[config.mk]
export PLATFORM = sky130hd
export DESIGN_NAME = nodf_module_intf
export DESIGN_NICKNAME = d
export VERILOG_FILES = /design/src/rtl/nodf_mon_pkg.sv /design/src/rtl/nodf_sat_counter.sv /design/src/rtl/nodf_module_intf.sv
export SDC_FILE = /design/constraint.sdc
export NUM_CORES = 1
export LEC_CHECK = 0
export ABC_AREA = 1
export ABC_CLOCK_PERIOD_IN_PS = 12550
export CORE_ASPECT_RATIO = 0.6
export CORE_UTILIZATION = 30
export CTS_BUF_LIST = sky130_fd_sc_hd__clkbuf_4 sky130_fd_sc_hd__clkbuf_8 sky130_fd_sc_hd__clkbuf_16
export DETAILED_ROUTE_END_ITERATION = 10
export PLACE_DENSITY_LB_ADDON = 0.08
export SYNTH_ARGS = -nofsm -noshare
export SYNTH_HDL_FRONTEND = slang
export SYNTH_SLANG_ARGS = --single-unit
[constraint.sdc]
create_clock -name clock -period 12.55 [get_ports clock]
set_input_delay 2.51 -clock clock [delete_from_list [all_inputs] [get_ports clock]]
set_output_delay 2.51 -clock clock [all_outputs]
set_load 0.005 [all_outputs]
[src/rtl/nodf_mon_pkg.sv]
// Shared definitions for the ap_ctrl_hs/ap_ctrl_chain handshake monitor.
package nodf_mon_pkg;

  localparam int unsigned DEF_CNT_W = 32;
  localparam int unsigned DEF_LAT_W = 32;

  localparam logic [DEF_LAT_W-1:0] LAT_INIT = '1;

  typedef enum logic [1:0] {
    ST_IDLE      = 2'd0,
    ST_RUN       = 2'd1,
    ST_WAIT_CONT = 2'd2,
    ST_FINISHED  = 2'd3
  } mon_state_e;

endpackage

[src/rtl/nodf_sat_counter.sv]
// Saturating up-counter with enable and asynchronous clear.
module nodf_sat_counter #(
  parameter int unsigned W = 32
) (
  input  logic         clock,
  input  logic         reset,
  input  logic         en,
  output logic [W-1:0] count
);

  always_ff @(posedge clock or posedge reset) begin
    if (reset) begin
      count <= '0;
    end else if (en && (count != {W{1'b1}})) begin
      count <= count + W'(1);
    end
  end

endmodule

[src/rtl/nodf_module_intf.sv]
// Status monitor for one non-dataflow HLS block: tracks the ap_ctrl handshake,
// counts starts/completions/stalls and measures latency and start interval.
module nodf_module_intf
  import nodf_mon_pkg::*;
#(
  parameter int unsigned CNT_W = DEF_CNT_W,
  parameter int unsigned LAT_W = DEF_LAT_W
) (
  input  logic             clock,
  input  logic             reset,
  input  logic             ap_start,
  input  logic             ap_ready,
  input  logic             ap_done,
  input  logic             ap_continue,
  input  logic             finish,
  output logic [1:0]       state,
  output logic [CNT_W-1:0] start_cnt,
  output logic [CNT_W-1:0] done_cnt,
  output logic [CNT_W-1:0] stall_cnt,
  output logic [LAT_W-1:0] last_lat,
  output logic [LAT_W-1:0] min_lat,
  output logic [LAT_W-1:0] max_lat,
  output logic [LAT_W-1:0] last_ii,
  output logic             txn_pulse,
  output logic             finished,
  output logic             proto_err
);

  localparam logic [1:0] IDLE      = ST_IDLE;
  localparam logic [1:0] RUN       = ST_RUN;
  localparam logic [1:0] WAIT_CONT = ST_WAIT_CONT;
  localparam logic [1:0] FINISHED  = ST_FINISHED;

  logic [1:0]       state_q;
  logic [1:0]       state_d;
  logic             start_ev;
  logic             done_ev;
  logic             stall_ev;
  logic             perr_ev;
  logic             timer_en;
  logic [LAT_W-1:0] timer;
  logic [LAT_W-1:0] start_ts;
  logic [LAT_W-1:0] lat_c;
  logic             have_start;

  // A start in IDLE behaves as if RUN began this cycle, so a same-cycle done
  // (combinational block) is handled by the same rules with zero latency.
  always_comb begin
    state_d  = state_q;
    start_ev = 1'b0;
    done_ev  = 1'b0;
    stall_ev = 1'b0;
    perr_ev  = 1'b0;
    if (state_q != FINISHED) begin
      start_ev = (state_q == IDLE) && ap_start;
      perr_ev  = (ap_ready && !ap_start)
              || ((state_q == IDLE) && ap_done && !ap_start)
              || ((state_q == WAIT_CONT) && !ap_done);
      case (state_q)
        IDLE: begin
          if (ap_start) begin
            if (ap_done && ap_continue) begin
              done_ev = 1'b1;
            end else if (ap_done) begin
              stall_ev = 1'b1;
              state_d  = WAIT_CONT;
            end else begin
              state_d = RUN;
            end
          end
        end
        RUN: begin
          if (ap_done && ap_continue) begin
            done_ev = 1'b1;
            state_d = IDLE;
          end else if (ap_done) begin
            stall_ev = 1'b1;
            state_d  = WAIT_CONT;
          end
        end
        WAIT_CONT: begin
          if (ap_continue) begin
            done_ev = 1'b1;
            state_d = IDLE;
          end else if (ap_done) begin
            stall_ev = 1'b1;
          end
        end
        default: ;
      endcase
      if (finish) begin
        state_d = FINISHED;
      end
    end
  end

  assign timer_en = (state_q != FINISHED);
  assign lat_c    = start_ev ? '0 : (timer - start_ts);

  always_ff @(posedge clock or posedge reset) begin
    if (reset) begin
      state_q <= IDLE;
    end else begin
      state_q <= state_d;
    end
  end

  nodf_sat_counter #(.W(LAT_W)) u_timer (
    .clock(clock), .reset(reset), .en(timer_en), .count(timer)
  );
  nodf_sat_counter #(.W(CNT_W)) u_start_cnt (
    .clock(clock), .reset(reset), .en(start_ev), .count(start_cnt)
  );
  nodf_sat_counter #(.W(CNT_W)) u_done_cnt (
    .clock(clock), .reset(reset), .en(done_ev), .count(done_cnt)
  );
  nodf_sat_counter #(.W(CNT_W)) u_stall_cnt (
    .clock(clock), .reset(reset), .en(stall_ev), .count(stall_cnt)
  );

  // Timestamps and latency statistics; min_lat starts all ones so the first
  // completed transaction always replaces it.
  always_ff @(posedge clock or posedge reset) begin
    if (reset) begin
      start_ts   <= '0;
      have_start <= 1'b0;
      last_ii    <= '0;
      last_lat   <= '0;
      min_lat    <= {LAT_W{1'b1}};
      max_lat    <= '0;
      txn_pulse  <= 1'b0;
      finished   <= 1'b0;
      proto_err  <= 1'b0;
    end else begin
      txn_pulse <= done_ev;
      if (perr_ev) begin
        proto_err <= 1'b1;
      end
      if (finish) begin
        finished <= 1'b1;
      end
      if (start_ev) begin
        start_ts   <= timer;
        have_start <= 1'b1;
        if (have_start) begin
          last_ii <= timer - start_ts;
        end
      end
      if (done_ev) begin
        last_lat <= lat_c;
        if (lat_c < min_lat) begin
          min_lat <= lat_c;
        end
        if (lat_c > max_lat) begin
          max_lat <= lat_c;
        end
      end
    end
  end

  assign state = state_q;

endmodule

== Yosys cells after proc, flatten, opt, wreduce, memory -nomap -nowiden ==
Cells that the tools add are included.

* Add/sub/neg operators: 5
* $lt $le $gt $ge: 2
* Eq/ne operators: 11
* Muxes and demuxes: 22
* Reductions and logical operators: 20

{| class="wikitable"
|+ Operator list
! cell !! number
|-
| 32-bit by 1-bit adder with 32-bit output (second input constant) || 4
|-
| 32-bit != test (second input constant) || 4
|-
| 32-bit greater-than comparator || 1
|-
| 32-bit less-than comparator || 1
|-
| 32-bit 2-to-1 mux || 1
|-
| 32-bit subtractor || 1
|-
| 2-bit 2-to-1 mux || 7
|-
| 1-bit 2-to-1 mux || 11
|-
| 1-bit logical AND || 10
|-
| 3-bit != test (second input constant) || 3
|-
| 1-bit one-hot mux with 3 select lines || 2
|-
| 2-bit one-hot mux with 3 select lines || 1
|-
| 2-bit AND reduction || 3
|-
| 6-bit AND reduction || 1
|-
| 4-bit != test (second input constant) || 1
|-
| 4-bit nonzero test || 1
|-
| 2-bit by 1-bit == test with 1-bit output (second input constant) || 1
|-
| 2-bit == test (second input constant) || 1
|-
| 1-bit logical NOT || 2
|-
| 2-bit logical NOT || 1
|-
| 1-bit logical OR || 2
|-
| 2-bit != test (second input constant) || 1
|}

* Register bits after elaboration: 294
* Bits of input ports: 7
* Output and inout bits: 229
* Logic and storage cells: 74

== Longest topological paths before layout ==
Gate-level depths: netlist (run 1).

* Depth in word-level cells: 6
* Gate-level depth with buffers: 29
* Gate-level depth less buffers: 27

== By module ==
Synthesis (run 1) repeated with hierarchy kept, for this count alone.

* Cells, all modules: 2,878
* Area, all modules: 19,565.0 sq um

{| class="wikitable"
|+ Modules (own cells, without submodules)
! module !! times used !! cells each !! area each (sq um) !! sequential area each (sq um)
|-
| nodf_module_intf || 1 || 1,434 || 10,536.4 || 4,194.0
|-
| nodf_sat_counter || 4 || 361 || 2,257.2 || 800.8
|}

== Worst setup path before layout (run 1) ==
Ideal clock, no wire load.

* Path kind: input to register
* From: in ap_start
* To: reg max_lat[10]
* Setup time: 130 ps
* Arrival time: 4,738 ps
* Data required time: 12,420 ps
* Slack: 7,682 ps
* Stages: 18
* Path buffers: 3
* Cell sequence: nand3_2 clkinv_1 buf_1 nor2_1 ha_1 nand2_1 inv_1 nand3_1 a21oi_1 or2_0 a21oi_1 nand2_1 nand2_2 inv_2 buf_6 buf_4 nand2_1 o21ai_0

* Longest elaborated chain between the ends: 5
* Elaborated cells on any way between the ends: 8
* Classes of those cells: order compare (1); mux (5); reduce/logical (2)

{| class="wikitable"
|+ Ends and longest elaborated chain
! element !! line !! source
|-
| start: declaration || nodf_module_intf.sv:11 || <nowiki>input logic ap_start,</nowiki>
|-
| 1-bit logical AND || nodf_module_intf.sv:55 || <nowiki>start_ev = (state_q == IDLE) && ap_start;</nowiki>
|-
| 1-bit 2-to-1 mux || nodf_module_intf.sv:54 || <nowiki>if (state_q != FINISHED) begin</nowiki>
|-
| 32-bit 2-to-1 mux || nodf_module_intf.sv:98 || <nowiki>assign lat_c = start_ev ? '0 : (timer - start_ts);</nowiki>
|-
| via lat_c[31] || nodf_module_intf.sv:43 || <nowiki>logic [LAT_W-1:0] lat_c;</nowiki>
|-
| 32-bit greater-than comparator || nodf_module_intf.sv:154 || <nowiki>if (lat_c > max_lat) begin</nowiki>
|-
| 2-bit AND reduction (no line) || -- ||
|-
| end signal: assignment || nodf_module_intf.sv:155 || <nowiki>max_lat <= lat_c;</nowiki>
|-
| end: declaration || nodf_module_intf.sv:22 || <nowiki>output logic [LAT_W-1:0] max_lat,</nowiki>
|}

The timed path passes the listed nets, and every way through them passes these cells.
A chain may end at the register's enable or synchronous reset.

== Worst setup path after layout (run 1) ==
* From: in ap_start
* To: reg min_lat[22]

* Longest elaborated chain between the ends: 5
* Elaborated cells on any way between the ends: 8
* Classes of those cells: order compare (1); mux (5); reduce/logical (2)

{| class="wikitable"
|+ Ends and longest elaborated chain
! element !! line !! source
|-
| 1-bit logical AND || nodf_module_intf.sv:55 ||
|-
| 1-bit 2-to-1 mux || nodf_module_intf.sv:54 ||
|-
| 32-bit 2-to-1 mux || nodf_module_intf.sv:98 ||
|-
| via lat_c[5] || nodf_module_intf.sv:43 ||
|-
| 32-bit less-than comparator || nodf_module_intf.sv:151 || <nowiki>if (lat_c < min_lat) begin</nowiki>
|-
| 2-bit AND reduction (no line) || -- ||
|-
| end signal: assignment || nodf_module_intf.sv:129 || <nowiki>min_lat <= {LAT_W{1'b1}};</nowiki>
|-
| end signal: assignment || nodf_module_intf.sv:152 || <nowiki>min_lat <= lat_c;</nowiki>
|-
| end: declaration || nodf_module_intf.sv:21 || <nowiki>output logic [LAT_W-1:0] min_lat,</nowiki>
|}

The timed path passes the listed nets, and every way through them passes these cells.

==> metrics.csv, run 1 <==
stage,metric,value,unit
worst_hold_path,Min-Delay Path Class,reg2reg,
synth,"top cells by area, synth","dfrtp_1 37%, nand2_1 16%, ha_1 7.2%",
clock_network,# resized after CTS,0,
synth,Post-Syn Nets,2440,
synth,"Seq/Total Area, Yosys",0.419,
floorplan,die area,0.0598,mm2
synth,Synth top area share,0.372,
global_routing,vias in the first global route,14616,
setup_path,Critical Path AT,7.41,ns
synth,Post-Syn Instances,2330,
floorplan,chip height,190,um
clock_network,Num CTS Buffers,34,
power,Max rail drop VDD,0.110,mV
power,Static Leak,10.6,nW
clock_network,Clock Path Buffers,3,
finish,layout cells sized above 1,0.0543,
setup_path,Setup CP Type,in2reg,
route,1st-iter DRT viols,1329,
sta,fin crit share,0.554,
route,total number of vias,15494,
finish,post-layout util,0.378,
floorplan,Initial Util,0.305,
sta,fin crit period,6.95,ns
setup_path,crit end category,register,
clock_network,CTS tree,done,
sta,Max Fclk,144,MHz
global_routing,grt ovf,0,
synth,leading area contributor after synthesis,dfrtp_1,
synth,Main synth FF type,dfrtp_1,
clock_network,clk sinks,294,
finish,nets,2666,
placement,RD Place Congestion,0.920,
synth,post-synthesis cell type count,50,
sta,max-slew violation count,0,
sta,"Setup violations, final",0,
synth,Post-synth top cells,"763 x nand2_1, 319 x inv_1, 262 x dfrtp_1",
sta,Worst Skew,0.0160,ns
sta,Slew headroom,0.323,
finish,Area Growth Syn to Fin,23.7,%
sta,RSZ-0062 raised after global routing,no,
route,Antenna Nets Post-Route,0,
synth,Yosys reg bits,294,
outcome,outcome,"finished, violations left",
synth,syn avg cell area,7.57,um2
global_routing,global-route wire length before repair,90.1,mm
route,Remaining DRCs,26,
clock_network,worst skew pair latency,0.54,ns
clock_network,hold_buf cts,0,
run,max-cap violation count,0,
floorplan,Die W,315,um
setup_path,WP data required,13.01,ns
route,WL/cell,17.4,um
setup_path,crit-path max FO,59,
floorplan,Cell Rows,68,
placement,DPL Wire Length,45.6,mm
global_routing,largest net degree at the start of global routing,97,
synth,Post-synth ARST share,1.00,
clock_network,register clock-pin slew on the reported worst setup and hold paths,0.06,ns
setup_path,CP Launch Type,primary input,
clock_network,Root Buffer,clkbuf_16,
outcome,failing checks,DRC,
sta,Final TNS setup,0,ns
floorplan,I/O Pins,236,
synth,warning count from the yosys run,0,
route,Vias/cell,4.62,
global_routing,initial antenna violation count,2,
route,drt pass-1 iters,8,
synth,Post-Syn Area,0.0176,mm2
power,pwr/cell area,268,mW/mm2
sta,Final Hold Violating Endpoints,0,
floorplan,core outline area,0.0578,mm2
route,final WL,58.4,mm
placement,input/output buffers,235,
clock_network,H-tree levels,2,
sta,slew of the pin with the lowest slew margin,1.02,ns
synth,most common cell in the synthesized netlist,nand2_1,
clock_network,Post-CTS Repair Setup Buffers,0,
synth,"EDFF count, synth",0,
global_routing,Total GRT Usage,0.196,
cell usage in the layout (no fill, tap or decap), types with 4 or more instances in the layout:
master / instances
a21oi_1: 54
buf_4: 8
clkbuf_16: 34
clkbuf_4: 7
clkbuf_8: 7
clkdlybuf4s50_1: 235
clkinv_2: 6
dfrtp_1: 262
dfstp_2: 32
ha_1: 102
inv_1: 318
inv_2: 8
nand2_1: 763
nand2_2: 7
nand3_1: 108
nand3b_1: 13
nand4_1: 35
nor2_1: 184
nor2_2: 4
nor3_1: 55
nor3_2: 4
nor4_1: 14
o21ai_0: 134
o21bai_1: 4
xnor2_1: 45
xor2_1: 93
registers in the layout (all words and copies together) (netlist names):
register / cells
txn_pulse: 1
u_start_cnt.count: 32
u_timer.count: 32
have_start: 1
finished: 1
start_ts: 32
u_done_cnt.count: 32
max_lat: 32
proto_err: 1
u_stall_cnt.count: 32
last_ii: 32
state: 2
last_lat: 32
min_lat: 32
cell type report:
class	instances	area [um2]
clock inverter	12	110
multi-input combinational	1655	8700
fill	6021	35900
inverter	328	1240
sequential	294	7400
tap	770	963
clock buffer	48	1000
timing repair buffer	243	2410
antenna	1	2.50
critical path: stages:
cell and delay, ns:
clkdlybuf4s50_1 0.46, nand3_2 0.09, buf_4 0.49, clkinv_1 0.48, buf_4 0.38, nor2_1 0.38
ha_1 0.32, a21oi_1 0.15, nor2_1 0.06, a211oi_1 0.19, nand2_1 0.14, nand2_1 0.09
nand2_1 0.11, nand2_2 0.55, nand2_2 0.63, nand2_1 0.20, nand2_1 0.07
cells by family (layout without fill, tap and decap cells):
logic type / after synthesis / in the layout / share of synthesized area
AO/OA/AOI/OAI: 209 / 209 / 0.0636
XOR/XNOR: 138 / 138 / 0.0685
adder cells (fa/ha/maj): 103 / 103 / 0.0735
buffers and inverters: 381 / 631 / 0.0873
flip-flops: 294 / 294 / 0.419
other: 0 / 1 / 0
AND/OR/NAND/NOR: 1205 / 1205 / 0.288
per-layer routing:
layer,share of wire,up-vias,GRT usage
li1,-,7807,-
met1,0.55,7245,0.326
met2,0.37,397,0.254
met3,0.066,45,0.0372
met4,0.011,0,0.0299
met5,0,-,0
stage by stage:
| stage | worst slack [ns] | hold slack, ns | instance area (um2) | power, mW | cells |
|---|---|---|---|---|---|
| final | 5.60 | 0.455 | 21800 | 5.86 | 3351 |
| after global routing | 5.11 | 0.491 | 21800 | 6.41 | 3350 |
| after CTS | 5.64 | 0.456 | 21800 | 5.90 | 3350 |
| after detailed placement | 5.06 | 0.440 | 20700 | 4.85 | 3290 |
| after global placement | 5.21 | 0.438 | 20700 | 4.82 | 3290 |
| after floorplan | 1.97 | 0.423 | 17600 | 3.44 | 2330 |
worst paths after layout:
kind	start	to	slack, ns	cells after the start
min in group asynchronous	reset	u_done_cnt.count[9]$_DFFE_PP0P_	2.46	2
min reg2reg	have_start$_DFFE_PP0P_	have_start$_DFFE_PP0P_	0.45	2
max reg2reg	u_timer.count[0]$_DFFE_PP0P_	min_lat[22]$_DFFE_PP1P_	7.20	22
min	have_start$_DFFE_PP0P_	have_start$_DFFE_PP0P_	0.45	2
max in group asynchronous	reset	u_stall_cnt.count[20]$_DFFE_PP0P_	8.57	3
max	ap_start	min_lat[22]$_DFFE_PP1P_	5.60	17
power breakdown:
part | internal [mW] | total [mW] | switching [mW] | leakage (nW)
clock | 0.581 | 1.01 | 0.427 | 0.560
sequential | 1.26 | 1.48 | 0.225 | 3.70
combinational | 1.23 | 3.37 | 2.14 | 6.36
(Power assumes the default switching activity.)
==> run 2, diff against run 1 <==
- ABC_CLOCK_PERIOD_IN_PS: 12550 -> 7000
- clock period: 12.55 -> 7 ns (I/O delays scaled with it)
==> run 2 against run 1 <==
The run still ends with DRC left. First-iteration DRC count about the same. Via count increased by 0.17%. Hold slack about the same. Flip-flop and latch count unchanged. Clock power increased by 79%. Global-route usage increased by 0.064 points. Critical endpoint is now min_lat[31]$_DFFE_PP1P_. Highest routed layer unchanged.
==> metrics.csv, run 2 (synthesized netlist as in run 1, its figures left out) <==
stage,metric,value,unit,change
finish,Area Growth Syn to Fin,23.7,%,unchanged
clock_network,clk sinks,294,,unchanged
sta,"Setup violations, final",0,,unchanged
finish,nets,2666,,unchanged
finish,multi-input logic area,0.00870,mm2,unchanged
route,final WL,58.7,mm,was 58.4 mm
clock_network,H-tree levels,2,,unchanged
finish,"commonest non-fill, non-tap cell in the layout",nand2_1,,unchanged
route,total number of vias,15521,,was 15494
clock_network,Clock Path Buffers,3,,unchanged
sta,RSZ-0062 raised after global routing,no,,unchanged
setup_path,R2R Path Start,u_timer.count[8]$_DFFE_PP0P_,,was u_timer.count[0]$_DFFE_PP0P_
power,Static Leak,10.6,nW,about the same
clock_network,Post-CTS Repair Setup Buffers,0,,unchanged
clock_network,Root Buffer,clkbuf_16,,unchanged
sta,Worst Skew,0.0178,ns,was 0.0160 ns
setup_path,crit-path max FO,33,,was 59
route,1st-iter DRT viols,1330,,was 1329
sta,Max Fclk,185,MHz,
floorplan,chip height,190,um,unchanged
outcome,failing checks,DRC,,unchanged
route,Antenna Nets Post-Route,0,,unchanged
floorplan,Cell Rows,68,,unchanged
floorplan,Die W,315,um,unchanged
clock_network,register clock-pin slew on the reported worst setup and hold paths,0.06,ns,about the same
setup_path,Critical Path AT,5.87,ns,was 7.41 ns
sta,Slew headroom,0.269,,was 0.323
setup_path,CP Launch Type,register,,was primary input
setup_path,WP data required,7.46,ns,was 13.01 ns
global_routing,grt ovf,0,,unchanged
finish,FF+latch area,0.00740,mm2,unchanged
finish,layout cells sized above 1,0.0546,,was 0.0543
setup_path,crit path from,u_timer.count[8]$_DFFE_PP0P_,,was ap_start
floorplan,die area,0.0598,mm2,unchanged
worst_hold_path,Min-Delay Path Class,reg2reg,,unchanged
setup_path,crit end category,register,,unchanged
route,Vias/cell,4.63,,was 4.62
clock_network,hold_buf cts,0,,unchanged
global_routing,initial antenna violation count,1,,was 2
route,WL/cell,17.5,um,was 17.4 um
finish,post-layout util,0.378,,unchanged
placement,DPL Wire Length,46.0,mm,was 45.6 mm
floorplan,Initial Util,0.305,,unchanged
clock_network,CTS tree,done,,unchanged
outcome,outcome,"finished, violations left",,unchanged
placement,RD Place Congestion,0.923,,was 0.920
run,max-cap violation count,0,,unchanged
placement,input/output buffers,235,,unchanged
finish,antenna diode count,0,,was 1
power,Max rail drop VDD,0.198,mV,was 0.110 mV
route,Remaining DRCs,12,,was 26
power,pwr/cell area,479,mW/mm2,was 268 mW/mm2
sta,fin crit share,0.773,,
global_routing,Total GRT Usage,0.196,,about the same
global_routing,vias in the first global route,14707,,was 14616
sta,Final TNS setup,0,ns,unchanged
worst_hold_path,worst hold start,have_start$_DFFE_PP0P_,,unchanged
route,drt pass-1 iters,8,,unchanged
global_routing,largest net degree at the start of global routing,168,,was 97
sta,slew of the pin with the lowest slew margin,1.10,ns,was 1.02 ns
floorplan,I/O Pins,236,,unchanged
finish,most frequent cells in the layout,"763 x nand2_1, 318 x inv_1, 262 x dfrtp_1",,unchanged
clock_network,Num CTS Buffers,34,,unchanged
sta,Final Hold Violating Endpoints,0,,unchanged
finish,fillcell total,6014,,was 6021
clock_network,worst skew pair latency,0.53,ns,was 0.54 ns
global_routing,global-route wire length before repair,90.2,mm,was 90.1 mm
sta,max-slew violation count,0,,unchanged
clock_network,# resized after CTS,0,,unchanged
setup_path,R2R Setup Slk,1.59,ns,was 7.20 ns
setup_path,Setup CP Type,reg2reg,,was in2reg
sta,fin crit period,5.41,ns,
floorplan,core outline area,0.0578,mm2,unchanged
==> run 2: cell count changes in the layout (fill, tap and decap cells not counted), sizes merged <==
cell,change
clkbuf,+5
clkinvlp,+2
bufinv,-1
clkinv,-2
diode,-1
inv,-3
==> run 2: critical path, stage by stage (launching register included) <==
cell	delay, ns
dfrtp_1	0.45
ha_1	0.43
nand2_1	0.14
nor2_1	0.34
and3_1	0.22
nand2_1	0.05
nand2_1	0.25
nand2_1	0.12
nand3b_1	0.10
nand2_1	0.18
nor2_1	0.37
ha_1	0.19
nand2_1	0.13
nor4_4	0.38
inv_1	0.09
nor4_2	0.34
nand2_2	0.57
nand2_2	0.78
nand2_1	0.11
nand2_1	0.09
==> run 2: path summary, 6_finish.rpt <==
kind,depth (start not counted),end
max,19,min_lat[31]$_DFFE_PP1P_
min,2,have_start$_DFFE_PP0P_
max reg2reg,19,min_lat[31]$_DFFE_PP1P_
min reg2reg,2,have_start$_DFFE_PP0P_
max in group asynchronous,3,last_ii[25]$_DFFE_PP0P_
min in group asynchronous,2,start_ts[0]$_DFFE_PP0P_
==> run 2: cell type report <==
type	instances	area share
multi-input cells	1655	0.399
flip-flops and latches	294	0.339
repair buffers	243	0.111
inverters	328	0.0566
clock buffers	53	0.0483
well taps	770	0.0442
clock inverters	8	0.00224
==> run 2: power breakdown <==
part	internal (mW)	total (mW)	switching (mW)
Clock	1.04	1.81	0.764
Sequential	2.26	2.66	0.405
Combinational	2.20	6.00	3.80
==> run 2: per-layer routing <==
layer / global-route usage / routed length, um / vias up
li1: - / - / 7794
met1: 0.332 / 32800 / 7281
met2: 0.252 / 21700 / 399
met3: 0.0315 / 3470 / 47
met4: 0.0319 / 777 / 0
met5: 0 / 0 / -
==> run 2: per-stage QoR <==
step / total power [mW] / setup WS (ns) / hold slack [ns] / instance area (um2) / std cells
after floorplan: 6.17 / 1.72 / 0.423 / 17600 / 2330
after global placement: 8.63 / 1.30 / 0.438 / 20700 / 3290
after detailed placement: 8.68 / 1.14 / 0.438 / 20700 / 3290
after CTS: 10.6 / 1.55 / 0.454 / 21800 / 3351
after global routing: 11.5 / 1.07 / 0.482 / 21800 / 3351
final: 10.5 / 1.59 / 0.455 / 21800 / 3351
